==> config.mk <==
export PLATFORM = sky130hd
export DESIGN_NAME = tblink_rpc_hostep
export DESIGN_NICKNAME = d
export VERILOG_FILES = /design/src/rtl/tblink_rpc_pkg.sv /design/src/rtl/tblink_rpc_msg_tx.sv /design/src/rtl/tblink_rpc_hostep.sv
export SDC_FILE = /design/constraint.sdc
export NUM_CORES = 1
export LEC_CHECK = 0
export BUFFER_PORTS_ARGS = -buffer_cell sky130_fd_sc_hd__buf_2
export CORE_ASPECT_RATIO = 0.8
export CORE_MARGIN = 3
export CORE_UTILIZATION = 38
export CTS_CLUSTER_SIZE = 30
export DETAILED_ROUTE_END_ITERATION = 6
export GPL_TIMING_DRIVEN = 1
export HOLD_SLACK_MARGIN = 0.03
export PLACE_DENSITY_LB_ADDON = 0.1
export SYNTH_ARGS = -nofsm -noshare
export SYNTH_HDL_FRONTEND = slang
export SYNTH_SLANG_ARGS = --single-unit
==> constraint.sdc <==
create_clock -name uclock -period 2.27 [get_ports uclock]
set_input_delay 0.1135 -clock uclock [delete_from_list [all_inputs] [get_ports uclock]]
set_output_delay 0.1135 -clock uclock [all_outputs]
set_load 0.02 [all_outputs]
==> src/rtl/tblink_rpc_pkg.sv <==
// tblink_rpc_pkg
// Shared definitions for the TbLink RPC host endpoint: the state encoding used
// by the top-level controller and the frame serializer, the response command
// code, and a helper that clamps the request parameter count.
// No ports (package).

package tblink_rpc_pkg;

  // One encoding covers the whole request/response cycle. The serializer walks
  // the StTx* values; the top level uses the others.
  typedef enum logic [3:0] {
    StIdle  = 4'd0,
    StTxDst = 4'd1,
    StTxSz  = 4'd2,
    StTxCmd = 4'd3,
    StTxId  = 4'd4,
    StTxDat = 4'd5,
    StRxSz  = 4'd6,
    StRxCmd = 4'd7,
    StRxId  = 4'd8,
    StRxDat = 4'd9,
    StDone  = 4'd10
  } state_e;

  // Command code carried by every well-formed response frame.
  localparam logic [7:0] RspCmd = 8'h00;

  // The on-wire SZ field is sz+1 in 8 bits, so 255 parameter bytes cannot be
  // expressed; such requests are sent with 254.
  function automatic logic [7:0] clamp_sz(input logic [7:0] sz);
    return (sz == 8'hFF) ? 8'hFE : sz;
  endfunction

endpackage

==> src/rtl/tblink_rpc_msg_tx.sv <==
// tblink_rpc_msg_tx
// Request frame serializer. On i_start it captures the command, parameter
// count and parameter bytes, then emits DST_ID, sz+1, cmd, id and the
// parameter bytes over a valid/ready byte stream. Owns the 8-bit frame id.
// Ports:
//   i_clk, i_rst_n      clock, async active-low reset
//   i_start             capture request and begin a frame (only sampled idle)
//   i_cmd, i_sz         command code and parameter byte count
//   i_params            parameter bytes, byte k at [8k+:8]
//   o_dat/o_valid/i_ready  outgoing byte stream
//   o_done              last byte of the frame accepted this cycle
//   o_id                id to be used by the next frame

module tblink_rpc_msg_tx
  import tblink_rpc_pkg::*;
#(
  parameter int unsigned REQ_PARAMS_SZ = 1,
  parameter logic [7:0]  DST_ID        = 8'h00
) (
  input  logic                       i_clk,
  input  logic                       i_rst_n,
  input  logic                       i_start,
  input  logic [7:0]                 i_cmd,
  input  logic [7:0]                 i_sz,
  input  logic [REQ_PARAMS_SZ*8-1:0] i_params,
  output logic [7:0]                 o_dat,
  output logic                       o_valid,
  input  logic                       i_ready,
  output logic                       o_done,
  output logic [7:0]                 o_id
);

  state_e                     r_state;
  state_e                     w_state_nxt;
  logic [7:0]                 r_cmd;
  logic [7:0]                 r_sz;
  logic [REQ_PARAMS_SZ*8-1:0] r_params;
  logic [7:0]                 r_idx;
  logic [7:0]                 r_id;
  logic                       w_fire;
  logic                       w_last_dat;
  logic [7:0]                 w_param_byte;

  assign w_fire     = o_valid & i_ready;
  assign w_last_dat = (r_idx == r_sz - 8'd1);
  assign o_id       = r_id;

  // Indices past the captured parameter storage read as zero.
  always_comb begin
    w_param_byte = 8'h00;
    for (int k = 0; k < int'(REQ_PARAMS_SZ) && k < 256; k++) begin
      if (r_idx == 8'(k)) begin
        w_param_byte = r_params[8*k +: 8];
      end
    end
  end

  // State register.
  always_ff @(posedge i_clk or negedge i_rst_n) begin
    if (!i_rst_n) begin
      r_state <= StIdle;
    end else begin
      r_state <= w_state_nxt;
    end
  end

  // Next-state logic.
  always_comb begin
    w_state_nxt = r_state;
    unique case (r_state)
      StIdle:  if (i_start) w_state_nxt = StTxDst;
      StTxDst: if (w_fire) w_state_nxt = StTxSz;
      StTxSz:  if (w_fire) w_state_nxt = StTxCmd;
      StTxCmd: if (w_fire) w_state_nxt = StTxId;
      StTxId:  if (w_fire) w_state_nxt = (r_sz == 8'd0) ? StIdle : StTxDat;
      StTxDat: if (w_fire && w_last_dat) w_state_nxt = StIdle;
      default: w_state_nxt = StIdle;
    endcase
  end

  // Outputs: data is decoded from registered state only, so it holds while stalled.
  always_comb begin
    o_valid = 1'b0;
    o_dat   = 8'h00;
    o_done  = 1'b0;
    unique case (r_state)
      StTxDst: begin
        o_valid = 1'b1;
        o_dat   = DST_ID;
      end
      StTxSz: begin
        o_valid = 1'b1;
        o_dat   = r_sz + 8'd1;
      end
      StTxCmd: begin
        o_valid = 1'b1;
        o_dat   = r_cmd;
      end
      StTxId: begin
        o_valid = 1'b1;
        o_dat   = r_id;
        o_done  = i_ready && (r_sz == 8'd0);
      end
      StTxDat: begin
        o_valid = 1'b1;
        o_dat   = w_param_byte;
        o_done  = i_ready && w_last_dat;
      end
      default: ;
    endcase
  end

  // Request capture, parameter index and frame id.
  always_ff @(posedge i_clk or negedge i_rst_n) begin
    if (!i_rst_n) begin
      r_cmd    <= 8'h00;
      r_sz     <= 8'h00;
      r_params <= '0;
      r_idx    <= 8'h00;
      r_id     <= 8'h00;
    end else begin
      if (r_state == StIdle && i_start) begin
        r_cmd    <= i_cmd;
        r_sz     <= clamp_sz(i_sz);
        r_params <= i_params;
        r_idx    <= 8'h00;
      end
      if (r_state == StTxId && w_fire) begin
        r_id <= r_id + 8'd1;
      end
      if (r_state == StTxDat && w_fire) begin
        r_idx <= r_idx + 8'd1;
      end
    end
  end

endmodule

==> src/rtl/tblink_rpc_hostep.sv <==
// tblink_rpc_hostep
// Host-side RPC endpoint. A toggle on req_put_i posts one request; the
// serializer sends it, then this block receives the response frame
// (SZ, CMD, ID, data...), stores up to RSP_SZ data bytes, flags malformed
// responses and toggles req_get_i to signal completion.
// Ports:
//   uclock, reset                  clock, async active-low reset
//   txo_dat/txo_valid/txo_ready    request byte stream out
//   rxi_dat/rxi_valid/rxi_ready    response byte stream in
//   req_cmd, req_sz, req_params    request contents
//   req_put_i / req_get_i          toggle handshake (done when equal)
//   rsp_dat, rsp_sz, rsp_err       response data, data byte count, error flag

module tblink_rpc_hostep
  import tblink_rpc_pkg::*;
#(
  parameter int unsigned REQ_PARAMS_SZ = 1,
  parameter int unsigned RSP_SZ        = 1,
  parameter logic [7:0]  DST_ID        = 8'h00
) (
  input  logic                       uclock,
  input  logic                       reset,
  output logic [7:0]                 txo_dat,
  output logic                       txo_valid,
  input  logic                       txo_ready,
  input  logic [7:0]                 rxi_dat,
  input  logic                       rxi_valid,
  output logic                       rxi_ready,
  input  logic [7:0]                 req_cmd,
  input  logic [7:0]                 req_sz,
  input  logic [REQ_PARAMS_SZ*8-1:0] req_params,
  input  logic                       req_put_i,
  output logic                       req_get_i,
  output logic [RSP_SZ*8-1:0]        rsp_dat,
  output logic [7:0]                 rsp_sz,
  output logic                       rsp_err
);

  state_e              r_state;
  state_e              w_state_nxt;
  logic                r_get;
  logic [RSP_SZ*8-1:0] r_rsp_dat;
  logic [7:0]          r_rsp_sz;
  logic                r_rsp_err;
  logic [7:0]          r_rx_idx;
  logic                w_start;
  logic                w_tx_done;
  logic [7:0]          w_id;
  logic [7:0]          w_id_sent;
  logic                w_rx_fire;

  assign req_get_i = r_get;
  assign rsp_dat   = r_rsp_dat;
  assign rsp_sz    = r_rsp_sz;
  assign rsp_err   = r_rsp_err;
  assign w_rx_fire = rxi_valid & rxi_ready;
  // The serializer bumps its id as soon as the ID byte goes out, so the id of
  // the outstanding frame is one behind.
  assign w_id_sent = w_id - 8'd1;

  tblink_rpc_msg_tx #(
    .REQ_PARAMS_SZ (REQ_PARAMS_SZ),
    .DST_ID        (DST_ID)
  ) u_msg_tx (
    .i_clk    (uclock),
    .i_rst_n  (reset),
    .i_start  (w_start),
    .i_cmd    (req_cmd),
    .i_sz     (req_sz),
    .i_params (req_params),
    .o_dat    (txo_dat),
    .o_valid  (txo_valid),
    .i_ready  (txo_ready),
    .o_done   (w_tx_done),
    .o_id     (w_id)
  );

  // State register.
  always_ff @(posedge uclock or negedge reset) begin
    if (!reset) begin
      r_state <= StIdle;
    end else begin
      r_state <= w_state_nxt;
    end
  end

  // Next-state logic. The top level parks in StTxDst while the serializer
  // walks the remaining TX states, and resumes when it reports the last byte.
  always_comb begin
    w_state_nxt = r_state;
    unique case (r_state)
      StIdle:  if (req_put_i != r_get) w_state_nxt = StTxDst;
      StTxDst: if (w_tx_done) w_state_nxt = StRxSz;
      StRxSz:  if (w_rx_fire) w_state_nxt = StRxCmd;
      StRxCmd: if (w_rx_fire) w_state_nxt = StRxId;
      StRxId:  if (w_rx_fire) w_state_nxt = (r_rsp_sz == 8'd0) ? StDone : StRxDat;
      StRxDat: if (w_rx_fire && (r_rx_idx == r_rsp_sz - 8'd1)) w_state_nxt = StDone;
      StDone:  w_state_nxt = StIdle;
      default: w_state_nxt = StIdle;
    endcase
  end

  // Outputs decoded from state.
  always_comb begin
    w_start   = 1'b0;
    rxi_ready = 1'b0;
    unique case (r_state)
      StIdle:                             w_start   = (req_put_i != r_get);
      StRxSz, StRxCmd, StRxId, StRxDat:   rxi_ready = 1'b1;
      default: ;
    endcase
  end

  // Response capture and completion toggle.
  always_ff @(posedge uclock or negedge reset) begin
    if (!reset) begin
      r_get     <= 1'b0;
      r_rsp_dat <= '0;
      r_rsp_sz  <= 8'h00;
      r_rsp_err <= 1'b0;
      r_rx_idx  <= 8'h00;
    end else begin
      unique case (r_state)
        StTxDst: begin
          if (w_tx_done) begin
            r_rsp_dat <= '0;
          end
        end
        StRxSz: begin
          if (w_rx_fire) begin
            // SZ=0 is read as SZ=1: no data bytes.
            r_rsp_sz <= (rxi_dat == 8'd0) ? 8'd0 : rxi_dat - 8'd1;
            r_rx_idx <= 8'h00;
          end
        end
        StRxCmd: begin
          if (w_rx_fire) begin
            r_rsp_err <= (rxi_dat != RspCmd);
          end
        end
        StRxId: begin
          if (w_rx_fire) begin
            r_rsp_err <= r_rsp_err | (rxi_dat != w_id_sent);
          end
        end
        StRxDat: begin
          if (w_rx_fire) begin
            // Bytes beyond the response buffer are drained without storing.
            for (int k = 0; k < int'(RSP_SZ) && k < 256; k++) begin
              if (r_rx_idx == 8'(k)) begin
                r_rsp_dat[8*k +: 8] <= rxi_dat;
              end
            end
            r_rx_idx <= r_rx_idx + 8'd1;
          end
        end
        StDone: begin
          r_get <= ~r_get;
        end
        default: ;
      endcase
    end
  end

endmodule
==> key figures, run 1 <==
Run status
  • Status: completed

Floorplan
  • Die Height: 103.3 µm
  • Core Region: 11190 µm²
  • DIE WIDTH: 127.6 µm
  • IO Count: 65
  • Die area: 13180 µm²
  • Initial Util: 40.18%
  • FP Rows: 34

Place
  • Hpwl dp: 8231 µm
  • Buffers on Ports: 64
  • Placed Area: 5096 µm²
  • Dpl ws: -0.01287 ns
  • Routability-driven placement congestion ratio: 0.8314

Final layout
  • Fillers: 1030
  • Final #Nets: 623
  • # diodes: 0
  • Register Area: 1827 µm²
  • Layout cell share with drive strength beyond 1: 26.08%
  • Layout area overhead: 25.30%
  • Final core occ: 50.35%
  • Multi-input logic area: 2546 µm²
  • Final instance area: 5633 µm²

Run
  • Total of max-cap violations: 0

GRT
  • Global-route wire length before repair: 18640 µm
  • GRT Overall Usage: 17.80%
  • Grt total ovfl: 0
  • Initial antenna violation count: 0
  • Pin count of the biggest net entering global routing: 74
  • Vias in the first global route: 3604

Synthesis
  • Post-Syn Nets: 529
  • Synth async-reset ratio: 100.0%
  • Compound-Gate Fraction of Synth Area: 15.98%
  • Synthesized instance count: 481
  • Ranking of synthesized cells by area: dfrtp_1 (41%), mux2_2 (5.8%), xor2_1 (5.6%)
  • Simple-gate portion of the synthesized area: 18.95%
  • Yosys top cell by area: dfrtp_1
  • Post-synthesis register bit count: 73
  • Main flop type after synthesis: dfrtp_1
  • Most frequent cell after synthesis: dfrtp_1
  • Commonest cells post-synth: dfrtp_1 (73), nor2_1 (35), o21ai_0 (32)
  • Syn Area/Cell: 9.346 µm²
  • Synthesized cell area: 4496 µm²
  • Mux cell area share after synthesis: 6.207%
  • Post-synthesis sequential area ratio: 40.63%
  • Syn. warnings: 0
  • Largest family of logic cells by synthesized area: simple AND/OR/NAND/NOR gates
  • Adder-cell area share of the yosys netlist: 3.062%
  • Post-synth EDFFs: 0
  • Synth unique cells: 57
  • Synth top area share: 40.63%
  • Xor and xnor fraction of the mapped netlist area: 10.91%

Setup path
  • CP startpoint kind: flip-flop
  • R2R setup slack: 0.02 ns
  • Reg2Reg Depth: 8
  • Crit path kind: flip-flop to flip-flop
  • Worst-path maximum fanout: 3
  • Worst Setup SP: u_msg_tx.r_sz[4]$_DFFE_PN0P_
  • WP data required: 2.49 ns
  • Worst path arrival time: 2.47 ns
  • Crit. End Element: flip-flop
  • Worst R2R Start: u_msg_tx.r_sz[4]$_DFFE_PN0P_
  • R2R Path End: r_state[0]$_DFFE_PN0P_
  • Setup crit end: r_state[0]$_DFFE_PN0P_

Timing
  • Final Cycle Share: 98.93%
  • Slew Viols, Final: 0
  • Peak Freq: 0.4453 GHz
  • Setup TNS Final: 0 ns
  • Slew HR: 37.57%
  • Final worst setup slack: 0.02434 ns
  • Slew @ Worst Pin: 0.9364 ns
  • Clock Skews: 0.008143 ns
  • Final setup vio count: 0
  • Final Hold Fails: 0
  • Min Tclk post-route: 2.246 ns
  • RSZ-0062 raised after global routing: true

Drt
  • Vias post-DR: 3790
  • Routed Antenna Nets: 0
  • Initial DRC Count: 201
  • Vias/cell: 5.242
  • WL per Instance: 15.50 µm
  • Total wire length: 11210 µm
  • # DRC: 0
  • DR pass1 iterations: 4

Clocking
  • CTS clk-pin slew, worst paths: 0.06 ns
  • CTS tree: done
  • Root buf cell: clkbuf_16
  • Clock Tree Buf Depth: 2
  • H-tree depth: 3
  • CTS Buf Count: 9
  • CTS Sinks: 73
  • Worst-Skew Late Latency: 0.33 ns

Power and ir drop
  • PD cells: 1241 nW/µm²
  • VDD IR max: 0.6137 mV
  • Leakage: 2.529 nW

Min path
  • Worst hold path class: primary input to flip-flop
-- state kept, by name, summed over array words and instances, names as in the netlist --
signal / cells
rsp_err: 1
u_msg_tx.r_state: 3
rsp_sz: 8
u_msg_tx.r_cmd: 8
r_rx_idx: 8
u_msg_tx.r_params: 8
u_msg_tx.o_id: 8
rsp_dat: 8
r_state: 4
u_msg_tx.r_sz: 8
u_msg_tx.r_idx: 8
req_get_i: 1
-- layout make-up --
type	count	area share (%)
clock buffer	10	4.065
clock inverter	5	0.5997
inverter	15	0.9996
multi-input combinational	360	45.20
sequential	73	32.43
tap	144	3.199
timing repair buffer	116	13.51
-- what timing repair did --
item / in CTS / in global routing
setup endpoints to repair: 8 / 22
gates resized for setup: 3 / 11
hold buffers: 19 / 0
hold endpoints to repair: 91 / 0
setup buffers: 0 / 2
cloned: 0 / 0
pin swaps: 3 / 11
-- cells in the final DEF (no fill, tap or decap), types with 3 or more instances in the layout --
cell / n
nor2_1: 33
or3_1: 4
nand2b_1: 5
o21ai_0: 32
buf_2: 63
nand2_1: 31
a31oi_1: 3
and3_1: 7
a21oi_1: 21
o31ai_1: 4
clkbuf_16: 9
a22oi_1: 3
inv_1: 15
xnor2_1: 27
ha_1: 10
buf_4: 34
nand3b_1: 3
nor2b_1: 4
xor2_1: 29
nand4_1: 11
dfrtp_1: 73
a22o_1: 9
nand3_1: 30
a32o_1: 3
nor3_1: 10
a221o_1: 3
mux2_2: 23
dlygate4sd3_1: 19
or4_1: 3
o21a_1: 4
o211ai_1: 5
o22ai_1: 4
nor4_1: 4
-- how the worst min path moves through the flow --
stage	start	slack, ns	to	cells past startpoint
after detailed placement	reset	0.32	u_msg_tx.r_idx[3]$_DFFE_PN0P_	1
after floorplan	reset	-0.18	r_rx_idx[0]$_DFFE_PN0P_	0
after CTS	req_sz[2]	0.03	u_msg_tx.r_sz[2]$_DFFE_PN0P_	2
final	req_sz[2]	0.04	u_msg_tx.r_sz[2]$_DFFE_PN0P_	2
after global routing	req_sz[2]	0.03	u_msg_tx.r_sz[2]$_DFFE_PN0P_	2
after global placement	reset	0.33	u_msg_tx.r_idx[4]$_DFFE_PN0P_	1
-- cells by family (layout without fill, tap and decap cells) --
group | Yosys count | count (layout)
buffers and inverters | 48 | 146
AO/OA/AOI/OAI | 105 | 105
XOR/XNOR | 56 | 56
adder cells (fa/ha/maj) | 11 | 11
multiplexers | 25 | 25
flip-flops | 73 | 73
AND/OR/NAND/NOR | 163 | 163
-- worst max-delay path: stages, from the launching register on --
cell and delay (ns):
dfrtp_1 0.37, or3_4 0.39, o21a_1 0.18, o311ai_2 0.26
a21oi_2 0.11, o311ai_4 0.38, buf_4 0.19, o31ai_4 0.06
o22a_1 0.19
-- layer usage --
metal / wire [µm] / vias up / GRT usage (%)
li1: - / 1917 / -
met1: 5954 / 1789 / 27.37
met2: 4660 / 77 / 25.56
met3: 500 / 7 / 4.055
met4: 90 / 0 / 3.670
met5: 0 / - / 0
-- metrics by stage --
step	hold WS [ns]	total power [mW]	std cells
global route	0.03418	7.558	723
finish	0.04240	6.992	723
global placement	0.3305	5.533	687
detailed placement	0.3225	5.563	687
CTS	0.03278	6.934	721
floorplan	-0.1821	4.538	481
-- power breakdown --
group,switching (mW),internal [mW],leakage [nW],total [mW]
clock network,0.540,0.731,0.124,1.27
logic,1.89,1.59,1.47,3.47
registers,0.500,1.75,0.940,2.25
total,2.93,4.07,2.53,6.99
(Power assumes the default switching activity.)
==> run 2: changes to the inputs <==
- SLEW_MARGIN: default -> 10
- clock period: 2.27 -> 2.03 ns (I/O delays scaled with it)
==> key figures, run 2 (synthesis gave the netlist of run 1 again) <==
Floorplan
  • IO Count: 65
  • Initial Util: 40.18%
  • Die area: 13180 µm²
  • Core Region: 11190 µm²
  • DIE WIDTH: 127.6 µm
  • Die Height: 103.3 µm
  • FP Rows: 34

Setup path
  • Delay-heaviest family, CP: compound AO/OA/AOI/OAI gates
  • Worst path slowest cell: dfrtp_1
  • Worst-path maximum fanout: 8
  • CP startpoint kind: flip-flop
  • R2R setup slack: -0.24 ns
  • Max stage delay on crit path: 0.42 ns
  • Worst path arrival time: 2.50 ns
  • Crit path kind: flip-flop to flip-flop
  • Crit. End Element: flip-flop
  • Worst R2R Start: u_msg_tx.r_sz[4]$_DFFE_PN0P_
  • Worst Setup SP: u_msg_tx.r_sz[4]$_DFFE_PN0P_
  • WP data required: 2.25 ns
  • Worst path cell trace: or3_4, o21a_1, o311ai_2, a21oi_2, o311ai_4, o211ai_4, a22o_1
  • Worst path buffer plus inverter count: 0
  • Reg2Reg Depth: 7
  • R2R Path End: rsp_dat[2]$_DFFE_PN0P_

Place
  • Hpwl dp: 9046 µm
  • Dpl ws: -0.2385 ns
  • Placed Cells: 708
  • Routability-driven placement congestion ratio: 0.8273
  • Placed Area: 5301 µm²
  • Buffers on Ports: 64

Clocking
  • CTS Sinks: 73
  • Worst-Skew Late Latency: 0.33 ns
  • H-tree depth: 3
  • Root buf cell: clkbuf_16
  • CTS clk-pin slew, worst paths: 0.07 ns
  • CTS tree: done
  • CTS Buf Count: 9
  • Clock Tree Buf Depth: 2

Min path
  • Hold Path End: u_msg_tx.r_sz[7]$_DFFE_PN0P_
  • Worst hold path class: primary input to flip-flop
  • Critical hold path startpoint: req_sz[7]
  • Hold Path Stages: 2

GRT
  • Global-route wire length before repair: 20040 µm
  • Vias in the first global route: 3902
  • Initial antenna violation count: 0
  • GRT Overall Usage: 19.05%
  • Grt total ovfl: 0
  • Pin count of the biggest net entering global routing: 45

Final layout
  • Most common cell after layout, fill and taps aside: dfrtp_1
  • Fillers: 1038
  • Post-route insts no fill: 756
  • Final #Nets: 655
  • Final core occ: 54.27%
  • Layout cell share with drive strength beyond 1: 32.68%
  • # diodes: 0
  • Final instance area: 6072 µm²
  • Most frequent cells in the layout: dfrtp_1 (67), buf_4 (58), buf_2 (56), nor2_1 (35), nand2_1 (31)
  • Layout area overhead: 35.07%

Drt
  • Vias post-DR: 3993
  • Initial DRC Count: 172
  • Total wire length: 12240 µm
  • Vias/cell: 5.282
  • Routed Antenna Nets: 0
  • DR pass1 iterations: 4
  • WL per Instance: 16.19 µm
  • # DRC: 0

Power and ir drop
  • VDD IR max: 0.7298 mV
  • Leakage: 2.745 nW
  • PD cells: 1421 nW/µm²
  • Power, Total: 8.625 mW

Timing
  • Peak Freq: 0.4399 GHz
  • Clock Skews: 0.006513 ns
  • Min Tclk post-route: 2.273 ns
  • RSZ-0062 raised after global routing: true
  • Slew @ Worst Pin: 0.5998 ns
  • Slew Viols, Final: 0
  • Final Hold Fails: 0
  • Final setup vio count: 13
  • Final Cycle Share: 112.0%
  • Slew HR: 60.02%
  • Final worst setup slack: -0.2432 ns

Run status
  • Failing checks: negative setup slack
  • Status: complete, but fails checks

Run
  • Total of max-cap violations: 0
-- run 2: cell types whose count changed in the layout (fill, tap and decap cells not counted), sizes merged --
| cell | delta |
|---|---|
| buf | +28 |
| clkinvlp | -1 |
| inv | +4 |
| clkbuf | -1 |
| dlygate4sd3 | +4 |
| bufinv | +1 |
| clkinv | -2 |
-- run 2: worst max path at each step --
stage | to | slack [ns] | cells past startpoint
CTS | rsp_dat[6]$_DFFE_PN0P_ | -0.21 | 7
global route | rsp_dat[6]$_DFFE_PN0P_ | -0.35 | 7
detailed placement | rsp_dat[1]$_DFFE_PN0P_ | -0.24 | 7
finish | rsp_dat[2]$_DFFE_PN0P_ | -0.24 | 7
global placement | rsp_dat[3]$_DFFE_PN0P_ | -0.15 | 7
floorplan | rsp_dat[0]$_DFFE_PN0P_ | -0.10 | 8
-- run 2: what timing repair did --
| action | in CTS | in global routing |
|---|---|---|
| pin swaps | 6 | 17 |
| hold buffers | 23 | 0 |
| buffers inserted | 6 | 5 |
| gates resized for setup | 10 | 40 |
| endpoints found under the hold margin | 64 | 0 |
| setup endpoints to repair | 21 | 23 |
-- run 2: area by class of cell --
cell class / count / area, µm² / share of cell area, %
clock inverter: 7 / 83.83 / 1.381
tap: 144 / 180.2 / 2.967
sequential: 73 / 1834 / 30.21
multi-input combinational: 360 / 2596 / 42.76
timing repair buffer: 148 / 1096 / 18.05
clock buffer: 9 / 225.2 / 3.709
inverter: 15 / 56.30 / 0.9273
-- run 2: metal layers --
metal  up-vias  GRT usage (%)  share of wire, %
li1       1981              -                 -
met1      1922          29.31                52
met2        81          27.98                43
met3         9          3.491               4.3
met4         0          3.915              0.76
met5         -              0                 0
-- run 2: through the flow --
step	hold WS [ns]	TNS, ns
final	0.03871	-2.697
after global routing	0.03600	-4.141
after CTS	0.03142	-2.391
after detailed placement	0.1533	-2.448
after global placement	0.1561	-1.450
after floorplan	-0.1941	-0.9751
-- run 2: report_power, final --
part           switching, mW  leakage (nW)  total [mW]  internal, mW
sequential             0.551         0.932        2.51          1.96
clock                  0.686         0.149        1.66         0.976
combinational           2.30          1.66        4.45          2.15
total                   3.54          2.74        8.63          5.08
-- run 2: worst register-to-register path, cell delays in order (launching register included) --
cell and delay, ns:
dfrtp_1 0.42, or3_4 0.43, o21a_1 0.20, o311ai_2 0.24, a21oi_2 0.12, o311ai_4 0.34
o211ai_4 0.19, a22o_1 0.24
